<file path="config.mk">
export PLATFORM = sky130hd
export DESIGN_NAME = collision_manager
export DESIGN_NICKNAME = d
export VERILOG_FILES = /design/src/rtl/collision_manager.sv
export SDC_FILE = /design/constraint.sdc
export NUM_CORES = 1
export LEC_CHECK = 0
export ABC_AREA = 1
export CAP_MARGIN = 15
export CORE_MARGIN = 2
export CORE_UTILIZATION = 34
export DETAILED_ROUTE_END_ITERATION = 16
export PLACE_DENSITY_LB_ADDON = 0.12
export SYNTH_ARGS = -nofsm -noshare
export SYNTH_HDL_FRONTEND = slang
export SYNTH_SLANG_ARGS = --single-unit
export TNS_END_PERCENT = 50
</file>
<file path="constraint.sdc">
create_clock -name clk -period 1.6 [get_ports clk]
set_input_delay 0.4 -clock clk [delete_from_list [all_inputs] [get_ports clk]]
set_output_delay 0.4 -clock clk [all_outputs]
set_load 0.01 [all_outputs]
</file>
<file path="src/rtl/collision_manager.sv">
// Collision and game-state manager: arrow/bubble hit strobe with frame cooldown,
// per-frame player/bubble contact detection, lives, invulnerability and game over.
module collision_manager #(
   parameter int START_LIVES       = 3,
   parameter int COOLDOWN_FRAMES   = 4,
   parameter int PLAYER_MIN_PIXELS = 16,
   parameter int INVULN_FRAMES     = 60
) (
   input  logic       clk,
   input  logic       reset,
   input  logic       startOfFrame,
   input  logic       start,
   input  logic       bubbleDrawingRequest,
   input  logic       arrowDrawingRequest,
   input  logic       playerDrawingRequest,
   output logic       arrowHit,
   output logic       arrowRetract,
   output logic       playerHit,
   output logic [3:0] lives,
   output logic       invulnerable,
   output logic       gameOver
);

   typedef enum logic [1:0] {
      ST_ARMED     = 2'd0,
      ST_COOLDOWN  = 2'd1,
      ST_GAME_OVER = 2'd2
   } state_e;

   localparam logic [3:0] START_LIVES_C = 4'(START_LIVES);
   localparam logic [3:0] COOLDOWN_C    = 4'(COOLDOWN_FRAMES);
   localparam logic [7:0] PMIN_C        = 8'(PLAYER_MIN_PIXELS);
   localparam logic [7:0] INVULN_C      = 8'(INVULN_FRAMES);

   state_e     state_q, state_d;
   logic [3:0] cool_q, cool_d;
   logic [7:0] overlap_q, overlap_d;
   logic [7:0] invuln_q, invuln_d;
   logic [3:0] lives_q, lives_d;
   logic       game_over_q, game_over_d;
   logic       retract_q, retract_d;
   logic       player_hit_q, player_hit_d;
   logic       invulnerable_q, invulnerable_d;
   logic       arrow_hit_s;
   logic       overlap_px_s;
   logic       player_qual_s;

   // State and counter registers with synchronous reset
   always_ff @(posedge clk) begin
      if (reset) begin
         state_q        <= ST_ARMED;
         cool_q         <= 4'd0;
         overlap_q      <= 8'd0;
         invuln_q       <= 8'd0;
         lives_q        <= START_LIVES_C;
         game_over_q    <= 1'b0;
         retract_q      <= 1'b0;
         player_hit_q   <= 1'b0;
         invulnerable_q <= 1'b0;
      end else begin
         state_q        <= state_d;
         cool_q         <= cool_d;
         overlap_q      <= overlap_d;
         invuln_q       <= invuln_d;
         lives_q        <= lives_d;
         game_over_q    <= game_over_d;
         retract_q      <= retract_d;
         player_hit_q   <= player_hit_d;
         invulnerable_q <= invulnerable_d;
      end
   end

   // Player contact, lives and invulnerability next-state
   always_comb begin
      overlap_px_s   = playerDrawingRequest & bubbleDrawingRequest;
      player_qual_s  = startOfFrame && (overlap_q >= PMIN_C) && (invuln_q == 8'd0) && !game_over_q;
      overlap_d      = overlap_q;
      invuln_d       = invuln_q;
      lives_d        = lives_q;
      game_over_d    = game_over_q;
      player_hit_d   = 1'b0;
      if (start) begin
         overlap_d   = 8'd0;
         invuln_d    = 8'd0;
         lives_d     = START_LIVES_C;
         game_over_d = 1'b0;
      end else begin
         // The overlap pixel on the startOfFrame cycle belongs to the new frame.
         if (startOfFrame) begin
            overlap_d = {7'd0, overlap_px_s};
         end else if (overlap_px_s && (overlap_q != 8'hFF)) begin
            overlap_d = overlap_q + 8'd1;
         end else begin
            overlap_d = overlap_q;
         end
         if (player_qual_s) begin
            player_hit_d = 1'b1;
            lives_d      = (lives_q == 4'd0) ? 4'd0 : (lives_q - 4'd1);
            invuln_d     = INVULN_C;
            game_over_d  = game_over_q | (lives_q <= 4'd1);
         end else if (startOfFrame && (invuln_q != 8'd0)) begin
            invuln_d = invuln_q - 8'd1;
         end else begin
            invuln_d = invuln_q;
         end
      end
      invulnerable_d = (invuln_d != 8'd0);
   end

   // Arrow FSM next-state and cooldown counter
   always_comb begin
      state_d   = state_q;
      cool_d    = cool_q;
      retract_d = 1'b0;
      if (start) begin
         state_d = ST_ARMED;
         cool_d  = 4'd0;
      end else if (game_over_d) begin
         state_d = ST_GAME_OVER;
         cool_d  = 4'd0;
      end else begin
         case (state_q)
            ST_ARMED: begin
               if (arrow_hit_s) begin
                  state_d   = ST_COOLDOWN;
                  cool_d    = COOLDOWN_C;
                  retract_d = 1'b1;
               end else begin
                  state_d = ST_ARMED;
               end
            end
            ST_COOLDOWN: begin
               if (startOfFrame && (cool_q <= 4'd1)) begin
                  state_d = ST_ARMED;
                  cool_d  = 4'd0;
               end else if (startOfFrame) begin
                  cool_d = cool_q - 4'd1;
               end else begin
                  cool_d = cool_q;
               end
            end
            ST_GAME_OVER: state_d = ST_GAME_OVER;
            default:      state_d = ST_ARMED;
         endcase
      end
   end

   // Zero-latency hit strobe so the bubble array sees it on its own pixel
   always_comb begin
      case (state_q)
         ST_ARMED: begin
            if (arrowDrawingRequest && bubbleDrawingRequest && !reset) begin
               arrow_hit_s = 1'b1;
            end else begin
               arrow_hit_s = 1'b0;
            end
         end
         default: arrow_hit_s = 1'b0;
      endcase
   end

   assign arrowHit     = arrow_hit_s;
   assign arrowRetract = retract_q;
   assign playerHit    = player_hit_q;
   assign lives        = lives_q;
   assign invulnerable = invulnerable_q;
   assign gameOver     = game_over_q;

endmodule

</file>
==> run summary <==
R2R Setup Slk - 0.11 ns
CTS root buf - clkbuf_8
Hold WC Path Type - reg -> reg
Synth top area share - 36.2%
post-DR wirelength/cell - 10.4 um
GPL Wtd Cong - 0.777
Req. time, crit path - 1.20 ns
Critical Path End Type - primary output
compound-cell area share of the yosys netlist - 10.2%
largest family of logic cells by synthesized area - simple AND/OR/NAND/NOR gates
crit path cell chain - dlygate4sd2_1 -> inv_2 -> nand3_2 -> nor3_2 -> buf_2
r2r worst-path depth - 12
initial antenna violation count - 0
row cnt - 25
Critical Path Start Type - primary input
Final Hold Viols - 0
H-tree depth - 2
Final HPWL DP - 2900 um
Post-Synth XOR/XNOR Area - 3.70%
Final min period - 1.54 ns
fill count - 509
outcome - complete, no violations
Crit path depth - 5
largest fanout on the critical path - 2
final worst-path cycle share - 96.4%
RSZ-0062 raised after global routing - yes
worst vdd ir - 0.596 mV
Worst path max stage delay - 0.25 ns
Core Util, Final - 49.0%
Area contributors post-synth - dfxtp_1 36%, nand2_1 15%, inv_1 7.0%
dpl cells - 352
Synth Area in Adders - 4.53%
Worst-path clk slew - 0.07 ns
area of the multi-input gates - 966 um2
final instance area - 2310 um2
post-synthesis instance total - 240
post-synthesis mux area share - 0%
number of CTS-inserted buffers - 5
Bufs and invs on worst path - 3
Die Y - 73.8 um
DIE WIDTH - 73.8 um
Crit Path Category - in -> out
DIE AREA - 5450 um2
Non-Filler Instances - 365
worst r2r src - invuln_q[2]$_SDFF_PP0_
Mapped Avg Cell Area - 6.91 um2
achievable frequency - 0.648 GHz
CP arrival - 1.14 ns
Slew HR - 81.2%
PwrDens - 1410 nW/um2
Final nets - 310
Sink Count - 30
Post-Syn Nets - 253
Crit-path slowest cell - dlygate4sd2_1
# IOs - 16
post-synthesis cell type count - 30
first-pass GRT wire length - 6330 um
Seq/Total Area, Yosys - 36.2%
Synth area leader - dfxtp_1
Slew Viols, Final - 0
drt total wl - 3780 um
FF+latch count, synth - 30
Post-Synth Simple-Gate Area - 36.3%
vias - 1580
DP Area - 2120 um2
R2R Path End - invulnerable$_SDFF_PP0_
1st-pass router iterations - 4
n_diodes - 0
count of warnings emitted by yosys - 0
vias in the first global route - 1459
Via density - 4.33
clock latency on the worst-skew pair - 0.29 ns
core area - 4720 um2
Total GRT Usage - 15.4%
pre-CTS setup slack - -0.530 ns
initial DRC count - 59
total gr overflow - 0
Layout area overhead - 39.5%
final setup margin - 0.0572 ns
critical path's top delay family - buffers and inverters
final setup vio count - 0
CTS Buffer Depth - 2
# hold bufs at CTS - 0
Setup crit start - reset
crit path capture - arrowHit
Clock Skew - 0.00331 ns
antenna viol nets, final - 0
share of layout cells above drive strength 1 - 27.9%
CTS tree - done
maxcap violations - 0
largest net degree at the start of global routing - 11
Initial Utilization - 35.1%
P_leak - 1.09 nW
Slew @ Worst Pin - 0.282 ns
I/O Buffers - 15
Residual DRC - 0
Synth Cell Area - 1660 um2
Reg area - 604 um2
[power breakdown]
| part | internal [W] | total (W) | switching, W |
|---|---|---|---|
| clock | 0.000345 | 0.000660 | 0.000314 |
| combinational | 0.000825 | 0.00172 | 0.000893 |
| sequential | 0.000815 | 0.000875 | 0.0000598 |
| total | 0.00199 | 0.00325 | 0.00127 |
[what timing repair did]
| item | 4_1_cts | 5_1_grt |
|---|---|---|
| resized for setup | 11 | 24 |
| endpoints found under the setup margin | 5 | 24 |
| pin swaps | 3 | 8 |
| hold endpoints to repair | 0 | 0 |
| setup buffers | 1 | 4 |
[worst min path at each step]
stage	startpoint	end	cells after the start	slack [ns]
after floorplan	cool_q[2]$_SDFFE_PP0P_	cool_q[2]$_SDFFE_PP0P_	2	0.44
after global placement	cool_q[2]$_SDFFE_PP0P_	cool_q[2]$_SDFFE_PP0P_	2	0.45
after detailed placement	cool_q[2]$_SDFFE_PP0P_	cool_q[2]$_SDFFE_PP0P_	2	0.46
after CTS	cool_q[2]$_SDFFE_PP0P_	cool_q[2]$_SDFFE_PP0P_	2	0.47
after global routing	cool_q[2]$_SDFFE_PP0P_	cool_q[2]$_SDFFE_PP0P_	2	0.48
final	cool_q[2]$_SDFFE_PP0P_	cool_q[2]$_SDFFE_PP0P_	2	0.46
[logic make-up (layout without fill, tap and decap cells)]
kind of cell / after synthesis / after routing
buffers and inverters: 38 / 96
and+or+nand+nor: 129 / 129
adders and majority gates: 6 / 6
AOI/OAI and AO/OA: 30 / 30
DFF: 30 / 30
xor gates and xnor gates: 7 / 7
[placed cells by master (no fill, tap or decap), types with 4 or more instances in the layout]
cell	instances
nand2_4	4
a21oi_1	16
ha_1	4
dfxtp_1	27
clkbuf_8	6
clkdlybuf4s50_1	5
inv_2	8
dlygate4sd2_1	6
nor2_1	24
nand2_1	64
xor2_1	5
inv_1	27
o21ai_1	4
nand3_1	13
buf_4	36
nor2_2	5
[stage by stage]
step	TNS, ns	hold WS (ns)	total power (W)
2_1_floorplan	0	0.439	0.00189
6_report	0	0.463	0.00325
3_3_place_gp	-5.45	0.450	0.00237
3_5_place_dp	-5.85	0.457	0.00237
4_1_cts	-0.0228	0.467	0.00304
5_1_grt	-0.0212	0.481	0.00354
[metal layers]
layer | up-vias | GRT usage (%) | wire [um]
met5 | - | 0 | 0
met4 | 0 | 6.67 | 70
met3 | 6 | 5.21 | 131
met2 | 21 | 24.3 | 1740
met1 | 680 | 19.1 | 1840
li1 | 873 | - | -
[layout make-up]
type / count / share of cell area (%)
flip-flops and latches: 30 / 26.1
clock buffers: 6 / 3.57
inverters: 36 / 5.95
repair buffers: 52 / 18.4
clock inverters: 2 / 0.541
multi-input cells: 172 / 41.8
well taps: 67 / 3.62
[registers in the layout (all words and copies together) (netlist names)]
signal,count
arrowRetract,1
cool_q,4
gameOver,1
invuln_q,8
invulnerable,1
lives,4
overlap_q,8
playerHit,1
state_q,2
[worst register-to-register path: stages, from the launching register on]
cell,delay (ns)
dfxtp_1,0.44
nor2_4,0.08
nand2_4,0.11
inv_2,0.05
nand2_4,0.09
nand2_4,0.07
buf_4,0.13
o21ai_1,0.11
nand3_1,0.07
nand2_1,0.06
inv_1,0.04
nor2_1,0.09
nand2_1,0.05
[Yosys cell counts]
cell and n:
inv_4 1, nor3_1 3, buf_2 1, inv_2 4, nand2_2 2, buf_4 1, nand3_1 15, nor3_2 1
a21oi_1 16, xor2_1 5, o21ai_1 3, a21oi_2 2, nand4_1 2, ha_1 6, nand2_4 2, nor2_2 4
dfxtp_1 30, nand3_2 2, xnor2_1 2, nand3b_1 2, o211ai_1 3, o21bai_1 1, and3_1 1, inv_1 31
nor2_1 25, o21ai_0 4, nor2_4 2, nand2_1 67, a31oi_1 1, nor2_8 1
Power figures use the tool's default switching activity.
